### src/rtl/ariane_pkg.sv
// Shared core definitions used by the ALU writeback buffer.
package ariane_pkg;

    // The scoreboard holds 16 entries, so a transaction ID is 4 bits wide.
    localparam int unsigned NR_SB_ENTRIES = 16;
    localparam int unsigned TRANS_ID_BITS = $clog2(NR_SB_ENTRIES);

    // One buffered ALU result waiting for a writeback slot.
    typedef struct packed {
        logic [TRANS_ID_BITS-1:0] trans_id;
        logic [63:0]              result;
        logic                     branch_res;
        logic                     is_branch;
    } alu_wb_entry_t;

endpackage

### src/rtl/alu_wb_fifo.sv
// Generic circular FIFO with read/write pointers and an occupancy counter.
// Clear drops all entries without touching storage; reset also zeroes storage.
module alu_wb_fifo #(
    parameter int unsigned DEPTH   = 4,
    parameter type         entry_t = logic
) (
    input  logic                     clk_i,
    input  logic                     rst_i,
    input  logic                     clr_i,
    input  logic                     push_i,
    input  entry_t                   data_i,
    input  logic                     pop_i,
    output entry_t                   data_o,
    output logic [$clog2(DEPTH):0]   usage_o
);

    localparam int unsigned PTR_W = $clog2(DEPTH);
    localparam int unsigned CNT_W = PTR_W + 1;

    logic [PTR_W-1:0] r_rd_ptr;
    logic [PTR_W-1:0] r_wr_ptr;
    logic [CNT_W-1:0] r_count;
    entry_t           r_mem [DEPTH];

    logic w_full;
    logic w_empty;
    logic w_push;
    logic w_pop;

    // Qualify requests: a full FIFO refuses pushes, an empty one refuses pops, clear blocks both.
    always_comb begin
        w_full  = (r_count == CNT_W'(DEPTH));
        w_empty = (r_count == CNT_W'(0));
        w_push  = push_i && !w_full  && !clr_i;
        w_pop   = pop_i  && !w_empty && !clr_i;
    end

    // Pointer and occupancy bookkeeping; pointers wrap naturally since DEPTH is a power of two.
    always_ff @(posedge clk_i) begin
        if (rst_i || clr_i) begin
            r_rd_ptr <= PTR_W'(0);
            r_wr_ptr <= PTR_W'(0);
            r_count  <= CNT_W'(0);
        end else begin
            if (w_push) begin
                r_wr_ptr <= r_wr_ptr + PTR_W'(1);
            end
            if (w_pop) begin
                r_rd_ptr <= r_rd_ptr + PTR_W'(1);
            end
            case ({w_push, w_pop})
                2'b10:   r_count <= r_count + CNT_W'(1);
                2'b01:   r_count <= r_count - CNT_W'(1);
                default: r_count <= r_count;
            endcase
        end
    end

    // Entry storage: zeroed on reset, written at the write pointer on an accepted push.
    always_ff @(posedge clk_i) begin
        if (rst_i) begin
            for (int i = 0; i < DEPTH; i++) begin
                r_mem[i] <= '0;
            end
        end else if (w_push) begin
            r_mem[r_wr_ptr] <= data_i;
        end
    end

    assign data_o  = r_mem[r_rd_ptr];
    assign usage_o = r_count;

endmodule

### src/rtl/alu_wb_buffer.sv
// Writeback buffer behind the ALU: queues results in order and offers them
// to the scoreboard on a valid/ready port. Flush discards everything held.
module alu_wb_buffer
    import ariane_pkg::*;
#(
    parameter int unsigned DEPTH         = 4,
    parameter int unsigned TRANS_ID_BITS = ariane_pkg::TRANS_ID_BITS
) (
    input  logic                     clk_i,
    input  logic                     rst_i,
    input  logic                     flush_i,
    input  logic                     alu_valid_i,
    output logic                     alu_ready_o,
    input  logic [TRANS_ID_BITS-1:0] alu_trans_id_i,
    input  logic [63:0]              alu_result_i,
    input  logic                     alu_branch_res_i,
    input  logic                     alu_is_branch_i,
    output logic                     wb_valid_o,
    input  logic                     wb_ready_i,
    output logic [TRANS_ID_BITS-1:0] wb_trans_id_o,
    output logic [63:0]              wb_result_o,
    output logic                     wb_branch_res_o,
    output logic                     wb_is_branch_o,
    output logic [$clog2(DEPTH):0]   usage_o
);

    localparam int unsigned CNT_W = $clog2(DEPTH) + 1;

    alu_wb_entry_t    w_in_entry;
    alu_wb_entry_t    w_head;
    logic [CNT_W-1:0] w_usage;

    // Pack the incoming ALU result into a buffer entry.
    always_comb begin
        w_in_entry            = '0;
        w_in_entry.trans_id   = alu_trans_id_i;
        w_in_entry.result     = alu_result_i;
        w_in_entry.branch_res = alu_branch_res_i;
        w_in_entry.is_branch  = alu_is_branch_i;
    end

    // The FIFO gates push on full and pop on empty; flush acts as its clear.
    alu_wb_fifo #(
        .DEPTH   (DEPTH),
        .entry_t (alu_wb_entry_t)
    ) u_fifo (
        .clk_i   (clk_i),
        .rst_i   (rst_i),
        .clr_i   (flush_i),
        .push_i  (alu_valid_i),
        .data_i  (w_in_entry),
        .pop_i   (wb_ready_i),
        .data_o  (w_head),
        .usage_o (w_usage)
    );

    // Handshake flags depend only on the registered count, so ready never sees wb_ready_i.
    always_comb begin
        alu_ready_o = (w_usage != CNT_W'(DEPTH));
        wb_valid_o  = (w_usage != CNT_W'(0));
        usage_o     = w_usage;
    end

    // Present the head entry, or all zeros when nothing is held.
    always_comb begin
        if (wb_valid_o) begin
            wb_trans_id_o   = w_head.trans_id;
            wb_result_o     = w_head.result;
            wb_branch_res_o = w_head.branch_res;
            wb_is_branch_o  = w_head.is_branch;
        end else begin
            wb_trans_id_o   = '0;
            wb_result_o     = 64'd0;
            wb_branch_res_o = 1'b0;
            wb_is_branch_o  = 1'b0;
        end
    end

endmodule
### config.mk
export PLATFORM = sky130hd
export DESIGN_NAME = alu_wb_buffer
export DESIGN_NICKNAME = d
export VERILOG_FILES = /design/src/rtl/ariane_pkg.sv /design/src/rtl/alu_wb_fifo.sv /design/src/rtl/alu_wb_buffer.sv
export SDC_FILE = /design/constraint.sdc
export NUM_CORES = 1
export LEC_CHECK = 0
export ABC_AREA = 1
export BUFFER_PORTS_ARGS = -buffer_cell sky130_fd_sc_hd__buf_2
export CELL_PAD_IN_SITES_DETAIL_PLACEMENT = 2
export CELL_PAD_IN_SITES_GLOBAL_PLACEMENT = 2
export CORE_ASPECT_RATIO = 1.25
export CORE_MARGIN = 2
export CORE_UTILIZATION = 42
export CTS_BUF_LIST = sky130_fd_sc_hd__clkbuf_8
export CTS_CLUSTER_DIAMETER = 50
export DETAILED_ROUTE_END_ITERATION = 8
export PLACE_DENSITY_LB_ADDON = 0.1
export SLEW_MARGIN = 20
export SYNTH_ARGS = -nofsm -noshare
export SYNTH_HDL_FRONTEND = slang
export SYNTH_SLANG_ARGS = --single-unit
### constraint.sdc
create_clock -name clk_i -period 15.75 [get_ports clk_i]
set_input_delay 3.15 -clock clk_i [delete_from_list [all_inputs] [get_ports clk_i]]
set_output_delay 3.15 -clock clk_i [all_outputs]
set_load 0.01 [all_outputs]
======== Word-level counts from Yosys, hierarchy flattened ========
Memory sizes are Yosys's and may differ from the RTL's. A register that Yosys moved wholly into a read port is not among the register bits.
Index checks and enable logic that the tools add are counted.
operators by class
  muxes and demuxes ....................... 15
  equality and inequality tests ........... 4
  $add $sub $neg .......................... 4
  reduce and logical (&&, ||, !) cells .... 12
operator list
  operator                                                               number
  70-bit two-way mux                                                     1
  70-bit OR reduction                                                    1
  64-bit two-way mux                                                     1
  1-bit two-way mux                                                      8
  2-bit two-way mux                                                      3
  3-bit case mux with 2 select lines                                     1
  2-bit by 1-bit adder with 2-bit output, second input constant          2
  1-bit logical AND                                                      4
  4-bit two-way mux                                                      1
  3-bit by 1-bit adder with 3-bit output, second input constant          1
  3-bit equality test, second input constant                             1
  1-bit zero test                                                        3
  3-bit zero test                                                        1
  3-bit != test, second input constant                                   1
  3-bit nonzero test                                                     1
  3-bit by 1-bit subtractor with 3-bit output, second input constant     1
  2-bit by 1-bit equality test with 1-bit output, second input constant  1
  2-bit equality test, second input constant                             1
  2-bit nonzero test                                                     1
  1-bit logical OR                                                       1
word-level totals
  RAM bits ................................ 280
  input port bits ......................... 75
  output and inout port bits .............. 75
  flip-flop bits (word level) ............. 7
  memories kept ........................... 1
memory list
  name          depth  width  read ports  clocked after memory_dff  wr ports  line               RTL
  u_fifo.r_mem  4      70     1           1                         4         alu_wb_fifo.sv:23  entry_t r_mem [DEPTH];

======== Depth between registers and ports, before layout ========
Gate-level depths: netlist of the first run.
  word-level depth ........................ 9
  depth in mapped cells ................... 13
  gate-level depth less buffers ........... 13

======== Modules after synthesis ========
A second synthesis of the first run with hierarchy kept.
unflattened totals
  cells, all modules ...................... 1287
  area, all modules ....................... 13641.8 um^2
modules (own cells, without submodules)
  module         area an instance (um^2)  instances  cells each
  alu_wb_fifo    12773.5                  1          1129
  alu_wb_buffer  868.3                    1          158

======== Worst setup path before layout of the first run ========
OpenSTA, ideal clock, no wires.
  path type ............................... input to register
  start ................................... in alu_valid_i
  end ..................................... mem u_fifo.r_mem[1][0] (netlist name), enable pin
  arrival time ............................ 8.349 ns
  library setup time ...................... 0.595 ns
  slack ................................... 6.806 ns
  path buffers ............................ 0
  required time ........................... 15.155 ns
  cell stages on the path ................. 4
  cell sequence ........................... inv_1 > nor2_4 > nand2_4 > o21ai_0
RTL lines
  element          line                 RTL
  start, declared  alu_wb_buffer.sv:12  input logic alu_valid_i,
  end, declared    alu_wb_fifo.sv:23

==> results of run 1 <==
-- logic make-up (layout without fill, tap and decap cells) --
group | after synthesis | count (layout) | share of synthesized area (%)
and+or+nand+nor | 599 | 599 | 18.6
DFF | 289 | 289 | 66.6
AOI/OAI and AO/OA | 217 | 217 | 8.43
buffers and inverters | 168 | 333 | 6.04
adders and majority gates | 2 | 2 | 0.252
xor gates and xnor gates | 1 | 1 | 0.0680
-- flip-flops by register name (all words and copies together), names as in the netlist, named ones only --
signal,flops
u_fifo.r_wr_ptr,2
u_fifo.r_mem,280
u_fifo.r_rd_ptr,2
u_fifo.usage_o,3
-- routing by layer --
layer	wire, um	vias up	GRT usage [%]
li1	-	4471	-
met1	15400	4918	29.0
met2	21500	197	47.7
met3	1380	65	3.20
met4	1050	0	8.23
met5	0	-	0
-- through the flow --
stage                     util [%]  instance area (um^2)  instances  power (uW)
after detailed placement      45.9                 13800       1759        1010
after global routing          48.7                 14700       1842        1650
final                         48.7                 14700       1842        1580
after CTS                     48.7                 14700       1842        1600
after global placement        45.9                 13800       1759        1010
after floorplan                  -                 12900       1276         965
-- worst paths after layout --
| path | startpoint | to | slack [ns] | cells after the start |
|---|---|---|---|---|
| setup / recovery | flip-flop | wb_result_o[42] | 9.44 | 6 |
| hold / removal | u_fifo.r_rd_ptr[0] | u_fifo.r_rd_ptr[0] | 0.52 | 2 |
| setup reg to reg | u_fifo.r_wr_ptr[1] | u_fifo.r_mem[2][33] | 12.75 | 6 |
| hold reg to reg | u_fifo.r_rd_ptr[0] | u_fifo.r_rd_ptr[0] | 0.52 | 2 |
-- cell usage in the layout, fill, tap and decap left out, types with 2 or more instances in the layout --
| cell | n |
|---|---|
| o21ai_4 | 2 |
| dfxtp_1 | 7 |
| nor2_2 | 11 |
| a21oi_1 | 73 |
| nand2_1 | 72 |
| nand2_2 | 5 |
| nand2_4 | 11 |
| nor2_1 | 491 |
| o21ai_0 | 142 |
| inv_1 | 107 |
| buf_4 | 14 |
| clkinv_1 | 7 |
| inv_2 | 3 |
| nor2_4 | 2 |
| nand3_1 | 3 |
| buf_2 | 149 |
| clkbuf_8 | 51 |
| edfxtp_1 | 280 |
-- cell type report --
| class | count | area (um^2) |
|---|---|---|
| Inverter | 87 | 329 |
| Tap cell | 401 | 502 |
| Multi-Input combinational cell | 819 | 3560 |
| Sequential cell | 289 | 8590 |
| Timing Repair Buffer | 163 | 851 |
| Clock buffer | 51 | 702 |
| Clock inverter | 32 | 124 |
| Fill cell | 3200 | 15500 |
-- power breakdown --
part	total, uW	internal, uW	leakage [uW]	switching [uW]
logic	108	27.9	0.00258	80.1
clock network	590	295	0.000506	295
registers	887	876	0.00296	11.0
-- cells in the mapped netlist (3+ instances only) --
library cell / n
nor2_1: 491
nand2_4: 9
edfxtp_1: 280
a21oi_1: 73
o21ai_0: 144
nand3_1: 3
clkbuf_1: 42
nand2_1: 75
inv_2: 4
buf_2: 24
nor2_2: 11
inv_1: 83
dfxtp_1: 9
buf_6: 13
nand2_2: 4
-- critical path, cell delays in order (launching register included) --
cell and delay (ns):
dfxtp_4 0.78, buf_4 0.91, nor2_1 0.13, nor2_1 0.12
o21ai_0 0.10, a21oi_1 0.30, buf_2 0.20
==> impl_metrics.py, run 1 <==
metrics = {
    "detailed_routing": {
        "routed_wl_um": 39300,
        "via_per_inst": 5.24,
        "drc": 0,
        "drtPass1Iterations": 4,
        "ant_nets": 0,
        "wl_per_cell_um": 21.3,
        "vias": 9651,
        "drtIter0Drc": 479,
    },
    "clock_tree": {
        "clk_latency_ns": 0.57,
        "clock_sinks": 289,
        "hold_buffers": 0,
        "cts_repair_resize_count": 0,
        "htree_num_levels": 2,
        "cts_root_buf": "clkbuf_8",
        "clk_pin_slew_ns": 0.06,
        "tritoncts": "built",
        "cts_max_path_buffers": 3,
        "cts_buffers": 47,
        "post_cts_buffers": 0,
    },
    "floorplan": {
        "start_util_pct": 42.8,
        "core_region_area_um2": 30100,
        "ios": 150,
        "die_w_um": 161,
        "dieHeight_um": 200,
        "dieArea_um2": 32100,
        "rows": 71,
    },
    "sta": {
        "tightest_slew_ns": 1.08,
        "finalWorstPathRequiredPeriod_ns": 6.31,
        "rsz0062_at_grt": "false",
        "setup_viol": 0,
        "hold_viol": 0,
        "worst_slack_ns": 9.44,
        "max-slew-margin-rel_pct": 27.7,
        "finClkSkew_ns": 0.0264,
        "finalCritPeriodShare_pct": 40.0,
        "fmax_mhz": 159,
        "final-max-slew-violation-count": 0,
        "worst_hold_slack_ns": 0.518,
        "setup_tns_ns": 0,
    },
    "logic_synthesis": {
        "async_flop_share_pct": 0,
        "yosys_warnings": 0,
        "synth_top_area_share_pct": 65.2,
        "synth_area_um2": 12900,
        "synth_nets": 1353,
        "synthesis.instances": 1276,
        "ys.flop_type": "edfxtp_1",
        "syn_area_per_cell_um2": 10.1,
        "yosysTopAreaCell": "edfxtp_1",
        "yosys-top-cells-area": "edfxtp_1 65%, nor2_1 14%, o21ai_0 5.6%, a21oi_1 2.8%, inv_1 2.4%",
        "synth_edf_count": 280,
        "ys_seq_elements": 289,
        "synth_cell_types": 25,
        "yosysSeqAreaShare_pct": 66.6,
    },
    "grt": {
        "grt.total_usage_pct": 24.9,
        "grt_pass1_wl_um": 60800,
        "grt_overflow": 0,
        "first_global_vias": 10925,
        "grt_max_degree": 88,
        "grt_antenna_before_repair": 0,
    },
    "placed_design": {
        "io_buffer_count": 149,
        "gp_congestion": 0.727,
        "pre_cts_ws_ns": 9.33,
        "dp_hpwl_um": 21900,
    },
    "setup_path": {
        "startpoint_type": "flip-flop",
        "crit_arrival_ns": 3.16,
        "required_ns": 12.60,
        "setup.worst_path.end_class": "output pin",
        "worstSetupPathType": "reg2out",
        "cp_max_fo": 87,
    },
    "power_and_ir_drop": {
        "power.leakage_uw": 0.00605,
        "peakVddDrop_mv": 0.0594,
        "p_per_area_nw_per_um2": 108,
    },
    "hold_path": {
        "min_path_type": "reg2reg",
    },
    "run_status": {
        "status": "finished clean",
    },
    "final_layout": {
        "nNetsFinal": 1484,
        "drive_gt1_share_pct": 17.6,
        "diodes": 0,
        "syn2layout_area_growth_pct": 13.8,
    },
    "flow_run": {
        "max_cap_viol_count": 0,
    },
}
Power figures use the tool's default switching activity.
==> inputs of run 2 (changes only) <==
--- a/config.mk
+++ b/config.mk
@@ -11,7 +11,7 @@
 export CELL_PAD_IN_SITES_GLOBAL_PLACEMENT = 2
 export CORE_ASPECT_RATIO = 1.25
 export CORE_MARGIN = 2
-export CORE_UTILIZATION = 42
+export CORE_UTILIZATION = 35
 export CTS_BUF_LIST = sky130_fd_sc_hd__clkbuf_8
 export CTS_CLUSTER_DIAMETER = 50
 export DETAILED_ROUTE_END_ITERATION = 8
==> constraint.sdc (replaced) <==
create_clock -name clk_i -period 5.8 [get_ports clk_i]
set_input_delay 1.16 -clock clk_i [delete_from_list [all_inputs] [get_ports clk_i]]
set_output_delay 1.16 -clock clk_i [all_outputs]
set_load 0.01 [all_outputs]
==> run 2 against run 1 <==
  * Register-to-register slack worse by 9.4 ns
  * Routed wire length decreased by 0.46%
  * Die area up 20%
  * Global-route usage decreased by 4.3 points
  * Power increased to 2.7 times the previous value
  * Combinational power increased to 2.8 times the previous value
  * Largest cell class unchanged
  * Highest routed layer unchanged
==> impl_metrics.py, run 2 (same netlist as run 1, synthesis figures left out) <==
metrics = {
    "run_status": {
        "status": "finished clean",
    },
    "setup_path": {
        "critPathTopFamily": "buffers and inverters",
        "rrSetupSlack_ns": 3.38,
        "slowest_stage": "clkinv_2",
        "cp_num_cells": 6,
        "path_cells": "clkinv_2 -> buf_4 -> nor2_1 -> o21ai_0 -> a21oi_1 -> buf_2",
        "crit_arrival_ns": 2.93,
        "r2r-start": "u_fifo.r_wr_ptr[0]",
        "setup.worst_path.end_class": "output pin",
        "required_ns": 4.64,
        "cp_max_fo": 48,
        "r2r_end": "u_fifo.r_mem[1][33]",
        "worstSetupPathType": "reg2out",
        "cp.buffers_inverters": 3,
        "startpoint_type": "flip-flop",
        "max_stage_delay_ns": 0.66,
        "rr_worst_depth": 3,
    },
    "final_layout": {
        "drive_gt1_share_pct": 17.8,
        "multiInputGateArea_um2": 3580,
        "layout_commonest_cell": "nor2_1",
        "nNetsFinal": 1485,
        "seq_area_um2": 8600,
        "diodes": 0,
        "syn2layout_area_growth_pct": 14.8,
        "largest_register": "u_fifo.r_mem",
        "layout_common_cells": "491 x nor2_1, 280 x edfxtp_1, 149 x buf_2",
        "fill_cells": 4028,
        "utilization_pct": 40.8,
        "largest_reg_flops": 280,
    },
    "flow_run": {
        "max_cap_viol_count": 0,
    },
    "sta": {
        "finClkSkew_ns": 0.0232,
        "setup_tns_ns": 0,
        "fmax_mhz": 245,
        "tightest_slew_ns": 1.10,
        "max-slew-margin-rel_pct": 26.8,
        "finalWorstPathRequiredPeriod_ns": 4.09,
        "setup_viol": 0,
        "final-max-slew-violation-count": 0,
        "hold_viol": 0,
        "rsz0062_at_grt": "false",
        "finalCritPeriodShare_pct": 70.5,
    },
    "power_and_ir_drop": {
        "peakVddDrop_mv": 0.169,
        "p_sw_uw": 1060,
        "pwr-share-clk_pct": 37.3,
        "power.leakage_uw": 0.00604,
        "p_comb_share_pct": 6.9,
        "power_frac_seq_pct": 55.8,
        "fin_total_pwr_uw": 4310,
        "p_int_uw": 3250,
        "p_per_area_nw_per_um2": 291,
        "switching_share_pct": 24.7,
    },
    "detailed_routing": {
        "wl_per_cell_um": 20.4,
        "ant_nets": 0,
        "routed_wl_um": 39100,
        "drtIter0Drc": 415,
        "drtPass1Iterations": 4,
        "via_per_inst": 4.96,
        "vias": 9513,
        "drc": 0,
    },
    "placed_design": {
        "dp_hpwl_um": 22100,
        "io_buffer_count": 149,
        "gp_congestion": 0.734,
    },
    "clock_tree": {
        "htree_num_levels": 2,
        "cts_root_buf": "clkbuf_8",
        "cts_max_path_buffers": 3,
        "post_cts_buffers": 0,
        "hold_buffers": 0,
        "clk_pin_slew_ns": 0.06,
        "clock_sinks": 289,
        "cts_repair_resize_count": 0,
        "tritoncts": "built",
        "clk_latency_ns": 0.59,
        "cts_buffers": 48,
    },
    "grt": {
        "grt_overflow": 0,
        "use_met1_pct": 24.5,
        "grt.total_usage_pct": 20.6,
        "grt.busiest_layer": "met2",
        "grtUsageMet3_pct": 2.73,
        "use_met2_pct": 39.0,
        "grt_pass1_wl_um": 60400,
        "grt_antenna_before_repair": 0,
        "grt_max_degree": 109,
        "first_global_vias": 10481,
    },
    "floorplan": {
        "core_region_area_um2": 36300,
        "ios": 150,
        "rows": 78,
        "dieArea_um2": 38400,
        "dieHeight_um": 219,
        "die_w_um": 176,
        "start_util_pct": 35.5,
    },
    "hold_path": {
        "hold_depth": 2,
        "min-delay-start": "u_fifo.r_rd_ptr[0]",
        "min_path_type": "reg2reg",
        "hold-path-endpoint": "u_fifo.r_rd_ptr[0]",
    },
}
## run 2: cell count changes in the layout (fill, tap and decap cells not counted), moves of 2 or more
cell	before	now
buf_12	0	2
clkinv_2	0	4
buf_4	14	12
inv_1	107	103
## run 2: power groups by stage
| stage | sequential, uW | clock, uW | combinational [uW] |
|---|---|---|---|
| 2_1_floorplan | 2450 | 0 | 171 |
| 3_5_place_dp | 2450 | 0 | 307 |
| 4_1_cts | 2400 | 1660 | 308 |
| 6_report | 2400 | 1610 | 297 |
| 5_1_grt | 2410 | 1740 | 333 |
| 3_3_place_gp | 2440 | 0 | 299 |
## run 2: through the flow
stage	hold WS, ns	instance area, um^2	worst slack (ns)	instances
after floorplan	0.464	12900	-1.15	1276
after global placement	0.484	14000	2.46	1838
after detailed placement	0.515	14000	2.42	1838
after CTS	0.529	14800	1.74	1919
after global routing	0.576	14800	1.47	1919
final	0.524	14800	1.71	1919
## run 2: worst max path at each step
stage | start | endpoint | slack, ns
2_1_floorplan | alu_valid_i | u_fifo.r_mem[1][0] | -1.15
3_3_place_gp | u_fifo.usage_o[1] | wb_trans_id_o[3] | 2.46
3_5_place_dp | u_fifo.usage_o[1] | wb_trans_id_o[3] | 2.42
4_1_cts | flip-flop | wb_result_o[2] | 1.74
5_1_grt | flip-flop | wb_result_o[2] | 1.47
6_report | flip-flop | wb_result_o[2] | 1.71
## run 2: final cells by class
| type | count | area share, % |
|---|---|---|
| Timing Repair Buffer | 163 | 5.92 |
| Sequential cell | 289 | 58.1 |
| Tap cell | 480 | 4.06 |
| Inverter | 87 | 2.23 |
| Clock inverter | 31 | 0.863 |
| Multi-Input combinational cell | 819 | 24.2 |
| Clock buffer | 50 | 4.65 |
## run 2: tightest hold or removal path, delay by kind of cell, from the launching register on
kind | cells | cell delay [ns]
AO/OA/AOI/OAI | 1 | 0.06
AND/OR/NAND/NOR | 1 | 0.09
flip-flops | 1 | 0.33
## run 2: per-layer routing
metal / part of all wire (%) / vias up
met5: 0 / -
met4: 2.0 / 0
met3: 3.1 / 53
met2: 53 / 163
met1: 41 / 4831
li1: - / 4466
